## src/rtl/mem_port_arbiter.sv

```systemverilog
// ---------------------------------------------------------------------------
// mem_port_arbiter
//
// Shares the single-port program/data memory of the multicycle 8085 core
// between instruction fetch (IF) and data load/store (D). One access is in
// flight at a time. The access is issued for one cycle, the fixed memory read
// latency is waited out, and a one-cycle valid pulse is returned with
// registered read data.
//
// Ports
//   clk, reset       clock, asynchronous active-low reset
//   if_req/if_addr   fetch request and word address (held until if_gnt)
//   if_gnt           one-cycle pulse, fetch access issued
//   if_rdata/if_valid registered fetch data and its one-cycle valid pulse
//   d_req/d_we/d_addr/d_wdata  data request (held until d_gnt)
//   d_gnt            one-cycle pulse, data access issued
//   d_rdata/d_valid  registered load data; d_valid also marks write done
//   mem_en/mem_we/mem_addr/mem_wdata  memory port, all zero when idle
//   mem_rdata        memory read data, valid MEM_LAT cycles after mem_en
//   busy             high whenever an access is in progress
//
// Every output is a flop, so nothing combinational reaches the outputs.
// ---------------------------------------------------------------------------
module mem_port_arbiter #(
   parameter int AW       = 8,
   parameter int DW       = 16,
   parameter int MEM_LAT  = 2,
   parameter int MAX_WAIT = 3
) (
   input  logic          clk,
   input  logic          reset,
   input  logic          if_req,
   input  logic [AW-1:0] if_addr,
   output logic          if_gnt,
   output logic [DW-1:0] if_rdata,
   output logic          if_valid,
   input  logic          d_req,
   input  logic          d_we,
   input  logic [AW-1:0] d_addr,
   input  logic [DW-1:0] d_wdata,
   output logic          d_gnt,
   output logic [DW-1:0] d_rdata,
   output logic          d_valid,
   output logic          mem_en,
   output logic          mem_we,
   output logic [AW-1:0] mem_addr,
   output logic [DW-1:0] mem_wdata,
   input  logic [DW-1:0] mem_rdata,
   output logic          busy
);

   typedef enum logic [1:0] {IDLE, ISSUE, WAIT, RESP} state_t;

   localparam logic [2:0] LAT_LOAD   = 3'(MEM_LAT - 1);
   localparam logic [3:0] WAIT_LIMIT = 4'(MAX_WAIT);

   state_t        state_q, state_d;
   logic          win_d_q, win_d_d;       // 1: current access belongs to D
   logic [2:0]    cnt_q, cnt_d;
   logic [3:0]    if_wait_q, if_wait_d;
   logic          if_gnt_q, if_gnt_d;
   logic          d_gnt_q, d_gnt_d;
   logic          if_valid_q, if_valid_d;
   logic          d_valid_q, d_valid_d;
   logic [DW-1:0] if_rdata_q, if_rdata_d;
   logic [DW-1:0] d_rdata_q, d_rdata_d;
   logic          mem_en_q, mem_en_d;
   logic          mem_we_q, mem_we_d;
   logic [AW-1:0] mem_addr_q, mem_addr_d;
   logic [DW-1:0] mem_wdata_q, mem_wdata_d;
   logic          busy_q, busy_d;
   logic          if_wins;

   always_ff @(posedge clk or negedge reset) begin
      if (!reset) begin
         state_q     <= IDLE;
         win_d_q     <= 1'b0;
         cnt_q       <= '0;
         if_wait_q   <= '0;
         if_gnt_q    <= 1'b0;
         d_gnt_q     <= 1'b0;
         if_valid_q  <= 1'b0;
         d_valid_q   <= 1'b0;
         if_rdata_q  <= '0;
         d_rdata_q   <= '0;
         mem_en_q    <= 1'b0;
         mem_we_q    <= 1'b0;
         mem_addr_q  <= '0;
         mem_wdata_q <= '0;
         busy_q      <= 1'b0;
      end else begin
         state_q     <= state_d;
         win_d_q     <= win_d_d;
         cnt_q       <= cnt_d;
         if_wait_q   <= if_wait_d;
         if_gnt_q    <= if_gnt_d;
         d_gnt_q     <= d_gnt_d;
         if_valid_q  <= if_valid_d;
         d_valid_q   <= d_valid_d;
         if_rdata_q  <= if_rdata_d;
         d_rdata_q   <= d_rdata_d;
         mem_en_q    <= mem_en_d;
         mem_we_q    <= mem_we_d;
         mem_addr_q  <= mem_addr_d;
         mem_wdata_q <= mem_wdata_d;
         busy_q      <= busy_d;
      end
   end

   // Outputs are computed one state ahead and registered, so the value
   // produced here for state X is what appears on the pins while in X.
   always_comb begin
      state_d     = state_q;
      win_d_d     = win_d_q;
      cnt_d       = cnt_q;
      if_wait_d   = if_wait_q;
      if_gnt_d    = 1'b0;
      d_gnt_d     = 1'b0;
      if_valid_d  = 1'b0;
      d_valid_d   = 1'b0;
      if_rdata_d  = if_rdata_q;
      d_rdata_d   = d_rdata_q;
      mem_en_d    = 1'b0;
      mem_we_d    = 1'b0;
      mem_addr_d  = '0;
      mem_wdata_d = '0;
      if_wins     = 1'b0;

      case (state_q)
         IDLE: begin
            // D normally wins; IF wins once it has lost MAX_WAIT times in a row.
            if_wins = if_req && (!d_req || (if_wait_q >= WAIT_LIMIT));
            if (!if_req || if_wins) begin
               if_wait_d = '0;
            end else if (if_wait_q != 4'hF) begin
               if_wait_d = if_wait_q + 4'd1;
            end
            if (if_req || d_req) begin
               state_d  = ISSUE;
               win_d_d  = !if_wins;
               mem_en_d = 1'b1;
               if (if_wins) begin
                  if_gnt_d   = 1'b1;
                  mem_addr_d = if_addr;
               end else begin
                  d_gnt_d     = 1'b1;
                  mem_we_d    = d_we;
                  mem_addr_d  = d_addr;
                  mem_wdata_d = d_wdata;
               end
            end
         end
         ISSUE: begin
            // mem_we_q still holds the latched direction during ISSUE.
            if (mem_we_q) begin
               state_d   = RESP;
               d_valid_d = 1'b1;
            end else begin
               state_d = WAIT;
               cnt_d   = LAT_LOAD;
            end
         end
         WAIT: begin
            if (cnt_q == 3'd0) begin
               state_d = RESP;
               if (win_d_q) begin
                  d_rdata_d = mem_rdata;
                  d_valid_d = 1'b1;
               end else begin
                  if_rdata_d = mem_rdata;
                  if_valid_d = 1'b1;
               end
            end else begin
               cnt_d = cnt_q - 3'd1;
            end
         end
         RESP: begin
            state_d = IDLE;
         end
         default: begin
            state_d = IDLE;
         end
      endcase

      busy_d = (state_d != IDLE);
   end

   assign if_gnt    = if_gnt_q;
   assign d_gnt     = d_gnt_q;
   assign if_valid  = if_valid_q;
   assign d_valid   = d_valid_q;
   assign if_rdata  = if_rdata_q;
   assign d_rdata   = d_rdata_q;
   assign mem_en    = mem_en_q;
   assign mem_we    = mem_we_q;
   assign mem_addr  = mem_addr_q;
   assign mem_wdata = mem_wdata_q;
   assign busy      = busy_q;

endmodule

```

## config.mk

```make
export PLATFORM = sky130hd
export DESIGN_NAME = mem_port_arbiter
export DESIGN_NICKNAME = d
export VERILOG_FILES = /design/src/rtl/mem_port_arbiter.sv
export SDC_FILE = /design/constraint.sdc
export NUM_CORES = 1
export LEC_CHECK = 0
export ABC_AREA = 1
export CAP_MARGIN = 20
export CORE_MARGIN = 2
export CORE_UTILIZATION = 45
export CTS_CLUSTER_DIAMETER = 40
export DETAILED_ROUTE_END_ITERATION = 7
export PLACE_DENSITY = 0.86
export SETUP_SLACK_MARGIN = 0.3
export SYNTH_ARGS = -nofsm -noshare
export SYNTH_HDL_FRONTEND = slang
export SYNTH_SLANG_ARGS = --single-unit
export TNS_END_PERCENT = 5
```

## constraint.sdc

```tcl
create_clock -name clk -period 2.9 [get_ports clk]
set_clock_uncertainty 0.05 [all_clocks]
set_input_delay 0.87 -clock clk [delete_from_list [all_inputs] [get_ports clk]]
set_output_delay 0.87 -clock clk [all_outputs]
set_load 0.02 [all_outputs]
```

==> flow_summary.json, run 1 <==
{
  "period_needed_ns": 2.25,
  "globalRoute.totalOverflow": 0,
  "io_buffers": 115,
  "hold_violations": 0,
  "routed_via_density": 4.73,
  "route.detailed.drc": 0,
  "cts.htree.levels": 3,
  "post_cts_buffers": 0,
  "grt_pass1_wl_um": 10800,
  "drv_cap": 0,
  "path_cells": "clkdlybuf4s50_1",
  "first_iter_violations": 122,
  "track_usage_pct": 19.4,
  "register_area_mm2": 0.00183,
  "nFillCells": 463,
  "core_area_mm2": 0.00628,
  "max_freq_mhz": 445,
  "drive_gt1_share_pct": 9.25,
  "r2r_slack_ns": 0.94,
  "die_h_um": 83.9,
  "netlist_area_mm2": 0.00287,
  "leakagePower_nw": 2.17,
  "antenna_found_initial": 0,
  "initial_utilization_pct": 45.7,
  "syn_avg_cell_area_um2": 10.0,
  "clkTransAtPathRegs_ns": 0.07,
  "nNetsFinal": 465,
  "status": "completed",
  "n_antenna_cell": 0,
  "dieArea_mm2": 0.00704,
  "layout_commonest_cell": "clkdlybuf4s50_1",
  "hold_class": "register to register",
  "gp_congestion": 0.791,
  "maxSlewHeadroom_pct": 41.0,
  "clk_latency_ns": 0.33,
  "ys_seq_elements": 73,
  "die_w_um": 83.9,
  "endpoint_kind": "primary output",
  "ir_worst_vdd_mv": 0.608,
  "max_stage_delay_ns": 0.62,
  "finalWirelength_um": 6510,
  "synth_warnings": 0,
  "final_cell_mix": "114 x clkdlybuf4s50_1, 73 x dfrtp_1, 62 x nand2_1",
  "multi_input_area_um2": 796,
  "final_cells": 488,
  "grt_max_degree": 74,
  "cts_buffer_depth": 2,
  "io_pins": 116,
  "drt-pass1-iter-count": 4,
  "synthesis.nets": 346,
  "startpoint_type": "register",
  "dpl.hpwl_um": 4650,
  "cts_root_buf": "clkbuf_8",
  "cts_tree": "yes",
  "p_per_area_mw_per_mm2": 1020,
  "clock_sinks": 73,
  "fin_util_pct": 68.9,
  "first_global_vias": 2311,
  "num_rows": 29,
  "numCtsBuffers": 9,
  "post-route-period-util_pct": 77.5,
  "worst-path-buf-inv": 1,
  "worstPathMaxFanout": 2,
  "area_growth_pct": 50.6,
  "crit_family": "buffers and inverters",
  "antenna_left": 0,
  "worst_pin_slew_ns": 0.885,
  "critPathSlowestCell": "clkdlybuf4s50_1",
  "vias": 2307,
  "yosysSeqAreaShare_pct": 63.6,
  "wl_per_cell_um": 13.3,
  "syn_inst": 287,
  "dp_cells": 472,
  "power_mw": 4.40,
  "finalMaxSlewViolations": 0,
  "ctsResizeCount": 0,
  "rsz0062_at_grt": "false",
  "setup_tns_ns": 0,
  "cp.arrival_ns": 1.33,
  "cts_hold_buf": 0,
  "finalSetupViolations": 0,
  "worstSetupPathType": "register to primary output",
  "worstPathRequired_ns": 1.98,
  "yosys.cell_types.count": 19
}
-- power breakdown --
| group | internal, mW | total [mW] | switching (mW) |
|---|---|---|---|
| combinational | 0.842 | 1.88 | 1.04 |
| sequential | 1.40 | 1.57 | 0.179 |
| clock | 0.576 | 0.948 | 0.372 |
| total | 2.81 | 4.40 | 1.59 |
-- state kept, by name, summed over array words and instances (netlist names) --
register and cells:
busy 1, d_valid 1, state_q 2, if_gnt 1, d_gnt 1, if_valid 1, mem_addr 8, mem_en 1
if_rdata 16, mem_wdata 16, cnt_q 3, mem_we 1, d_rdata 16, win_d_q 1, if_wait_q 4
-- cell usage after synthesis --
cell      instances  area [µm²]
nor2_4            4        45.0
dfrtp_1          73        1830
inv_1            48         180
buf_8             1        15.0
buf_2             4        20.0
nand2_1          62         233
nand4_1          10        62.6
nor2_2            7        43.8
clkbuf_1          4        15.0
inv_2             3        11.3
nor2_1           12        45.0
nand2_4           3        33.8
a21oi_4           1        16.3
buf_4             1        7.51
nand3_1          11        55.1
or2_2             1        6.26
a21oi_1           1        5.00
o21ai_0          35         175
ha_1              6        75.1
-- final timing paths --
| path | start | depth (start not counted) | end |
|---|---|---|---|
| max reg2reg | state_q[0]$_DFF_PN0_ | 6 | mem_wdata[15]$_DFF_PN0_ |
| max in group asynchronous | reset | 1 | mem_wdata[4]$_DFF_PN0_ |
| min reg2reg | cnt_q[2]$_DFFE_PN0P_ | 2 | cnt_q[2]$_DFFE_PN0P_ |
| min | cnt_q[2]$_DFFE_PN0P_ | 2 | cnt_q[2]$_DFFE_PN0P_ |
| max | if_rdata[15]$_DFFE_PN0P_ | 1 | if_rdata[15] |
| min in group asynchronous | reset | 1 | d_rdata[3]$_DFFE_PN0P_ |
-- layer usage --
metal / global-route usage, % / wire (µm) / part of all wire [%] / vias up
li1: - / - / - / 1118
met1: 24.3 / 2600 / 40 / 1071
met2: 32.2 / 3280 / 50 / 106
met3: 5.14 / 516 / 7.9 / 12
met4: 7.48 / 108 / 1.7 / 0
met5: 0 / 0 / 0 / -
-- cells by family (layout without fill, tap and decap cells) --
kind of cell	Yosys count	count (layout)	share of synthesized area [%]
AO/OA/AOI/OAI	37	37	6.84
adder cells (fa/ha/maj)	6	6	2.61
AND/OR/NAND/NOR	110	110	18.3
buffers and inverters	61	185	8.67
flip-flops	73	73	63.6
-- layout make-up --
cell class / count / share of cell area, %
Clock buffer: 10 / 2.95
Multi-Input combinational cell: 153 / 18.4
Tap cell: 77 / 2.23
Inverter: 51 / 4.43
Clock inverter: 6 / 2.69
Timing Repair Buffer: 118 / 27.1
Sequential cell: 73 / 42.2
-- per-stage QoR --
step	hold WS [ns]	cell area, µm²	setup slack, ns
floorplan	0.392	2870	1.25
global placement	0.410	4080	0.667
detailed placement	0.423	4080	0.583
CTS	0.442	4330	0.642
global route	0.459	4330	0.607
finish	0.437	4330	0.653
Note: power is estimated with default switching activity, not from simulation.
==> run 2, diff against run 1 <==
--- a/config.mk
+++ b/config.mk
@@ -8,10 +8,10 @@
 export ABC_AREA = 1
 export CAP_MARGIN = 20
 export CORE_MARGIN = 2
-export CORE_UTILIZATION = 45
+export CORE_UTILIZATION = 39
 export CTS_CLUSTER_DIAMETER = 40
 export DETAILED_ROUTE_END_ITERATION = 7
-export PLACE_DENSITY = 0.86
+export PLACE_DENSITY = 0.79
 export SETUP_SLACK_MARGIN = 0.3
 export SYNTH_ARGS = -nofsm -noshare
 export SYNTH_HDL_FRONTEND = slang
==> constraint.sdc (replaced) <==
create_clock -name clk -period 1.9 [get_ports clk]
set_clock_uncertainty 0.05 [all_clocks]
set_input_delay 0.57 -clock clk [delete_from_list [all_inputs] [get_ports clk]]
set_output_delay 0.57 -clock clk [all_outputs]
set_load 0.02 [all_outputs]
==> flow_summary.json, run 2 (same netlist as run 1, synthesis figures left out) <==
{
  "grt_max_degree": 34,
  "route.detailed.drc": 0,
  "status": "completed",
  "n_antenna_cell": 0,
  "combPwrFrac_pct": 44.6,
  "clockPowerShare_pct": 16.8,
  "hold_class": "input pin to async pin",
  "initial_utilization_pct": 40.0,
  "die_w_um": 89.8,
  "finalSetupViolations": 0,
  "routed_via_density": 4.59,
  "core_area_mm2": 0.00718,
  "clkTransAtPathRegs_ns": 0.08,
  "drv_cap": 0,
  "first_global_vias": 2209,
  "worstPathMaxFanout": 2,
  "track_usage_pct": 16.2,
  "p_sw_mw": 2.51,
  "cts_tree": "yes",
  "worst_pin_slew_ns": 0.417,
  "cts_buffer_depth": 2,
  "cp.arrival_ns": 1.01,
  "register_area_mm2": 0.00183,
  "drive_gt1_share_pct": 19.3,
  "numCtsBuffers": 9,
  "hold_ws_ns": 0.115,
  "power_mw": 6.28,
  "max_stage_delay_ns": 0.40,
  "drt-pass1-iter-count": 4,
  "gp_congestion": 0.720,
  "reg2reg_from": "state_q[0]$_DFF_PN0_",
  "antenna_found_initial": 0,
  "die_h_um": 89.8,
  "critPathSlowestCell": "dfrtp_1",
  "p_per_area_mw_per_mm2": 1410,
  "period_needed_ns": 1.63,
  "dpl.hpwl_um": 4760,
  "clk_latency_ns": 0.33,
  "maxSlewHeadroom_pct": 72.2,
  "nFillCells": 590,
  "first_iter_violations": 91,
  "grt_pass1_wl_um": 10400,
  "wl_per_cell_um": 13.3,
  "path_cells": "clkdlybuf4s15_1",
  "rsz0062_at_grt": "true",
  "layout_commonest_cell": "dfrtp_1",
  "cts_hold_buf": 0,
  "crit_family": "flip-flops",
  "nNetsFinal": 473,
  "dieArea_mm2": 0.00806,
  "clock_sinks": 73,
  "vias": 2378,
  "seqPwrFrac_pct": 38.6,
  "final_cells": 518,
  "timing.rr.end": "d_rdata[5]$_DFFE_PN0P_",
  "r2r_slack_ns": 0.31,
  "finalWirelength_um": 6890,
  "worstSetupPathType": "register to primary output",
  "multi_input_area_um2": 813,
  "setup_tns_ns": 0,
  "swShare_pct": 39.9,
  "leakagePower_nw": 2.28,
  "worst-path-buf-inv": 1,
  "final_cell_mix": "73 x dfrtp_1, 60 x nand2_1, 51 x clkdlybuf4s50_1",
  "cts_root_buf": "clkbuf_8",
  "max_freq_mhz": 612,
  "fin_util_pct": 62.0,
  "startpoint_type": "register",
  "finalMaxSlewViolations": 0,
  "intPower_mw": 3.78,
  "io_buffers": 115,
  "post-route-period-util_pct": 86.0,
  "dp_cells": 500,
  "ir_worst_vdd_mv": 0.544,
  "cts.htree.levels": 3,
  "area_growth_pct": 54.8,
  "globalRoute.totalOverflow": 0,
  "worstRegToRegCells": 7,
  "endpoint_kind": "primary output",
  "post_cts_buffers": 0,
  "hold_violations": 0,
  "antenna_left": 0,
  "num_rows": 31,
  "worstPathRequired_ns": 1.28,
  "io_pins": 116
}
==> run 2: through the flow <==
step | worst slack [ns] | instance area [µm²]
final | 0.266 | 4450
after CTS | 0.262 | 4360
after global routing | 0.225 | 4450
after floorplan | 0.449 | 2870
after global placement | 0.0308 | 4170
after detailed placement | -0.0439 | 4170
==> run 2: worst max-delay path by stage <==
stage	startpoint	endpoint	slack [ns]	cells past startpoint
after floorplan	cnt_q[0]$_DFFE_PN0P_	d_rdata[10]$_DFFE_PN0P_	0.45	8
after global placement	if_req	mem_wdata[2]$_DFF_PN0_	0.03	5
after detailed placement	if_req	mem_wdata[3]$_DFF_PN0_	-0.04	5
after CTS	d_rdata[0]$_DFFE_PN0P_	d_rdata[0]	0.26	1
after global routing	d_rdata[14]$_DFFE_PN0P_	d_rdata[14]	0.23	1
final	if_rdata[14]$_DFFE_PN0P_	if_rdata[14]	0.27	1
==> run 2: metal layers <==
metal	vias up	track usage (%)	share of wire (%)
met4	0	6.54	1.5
met1	1135	19.6	42
li1	1135	-	-
met2	97	27.1	50
met5	-	0	0
met3	11	4.78	7.1
==> run 2: what timing repair did <==
item,in CTS,in global routing
setup endpoints to repair,63,109
pin swaps,0,0
gates cloned,0,2
gates resized for setup,155,15
==> run 2: final cells by class <==
cell class,count,area share (%)
Tap cell,99,2.79
Sequential cell,73,41.1
Timing Repair Buffer,126,29.7
Multi-Input combinational cell,153,18.3
Clock inverter,7,1.04
Clock buffer,9,2.79
Inverter,51,4.31
==> run 2: power groups by stage <==
stage	logic, mW	clock network (mW)	registers [mW]
CTS	2.72	1.08	2.41
global placement	2.82	0	2.42
global route	3.05	1.16	2.48
finish	2.81	1.06	2.42
floorplan	0.907	0	3.03
detailed placement	2.92	0	2.43
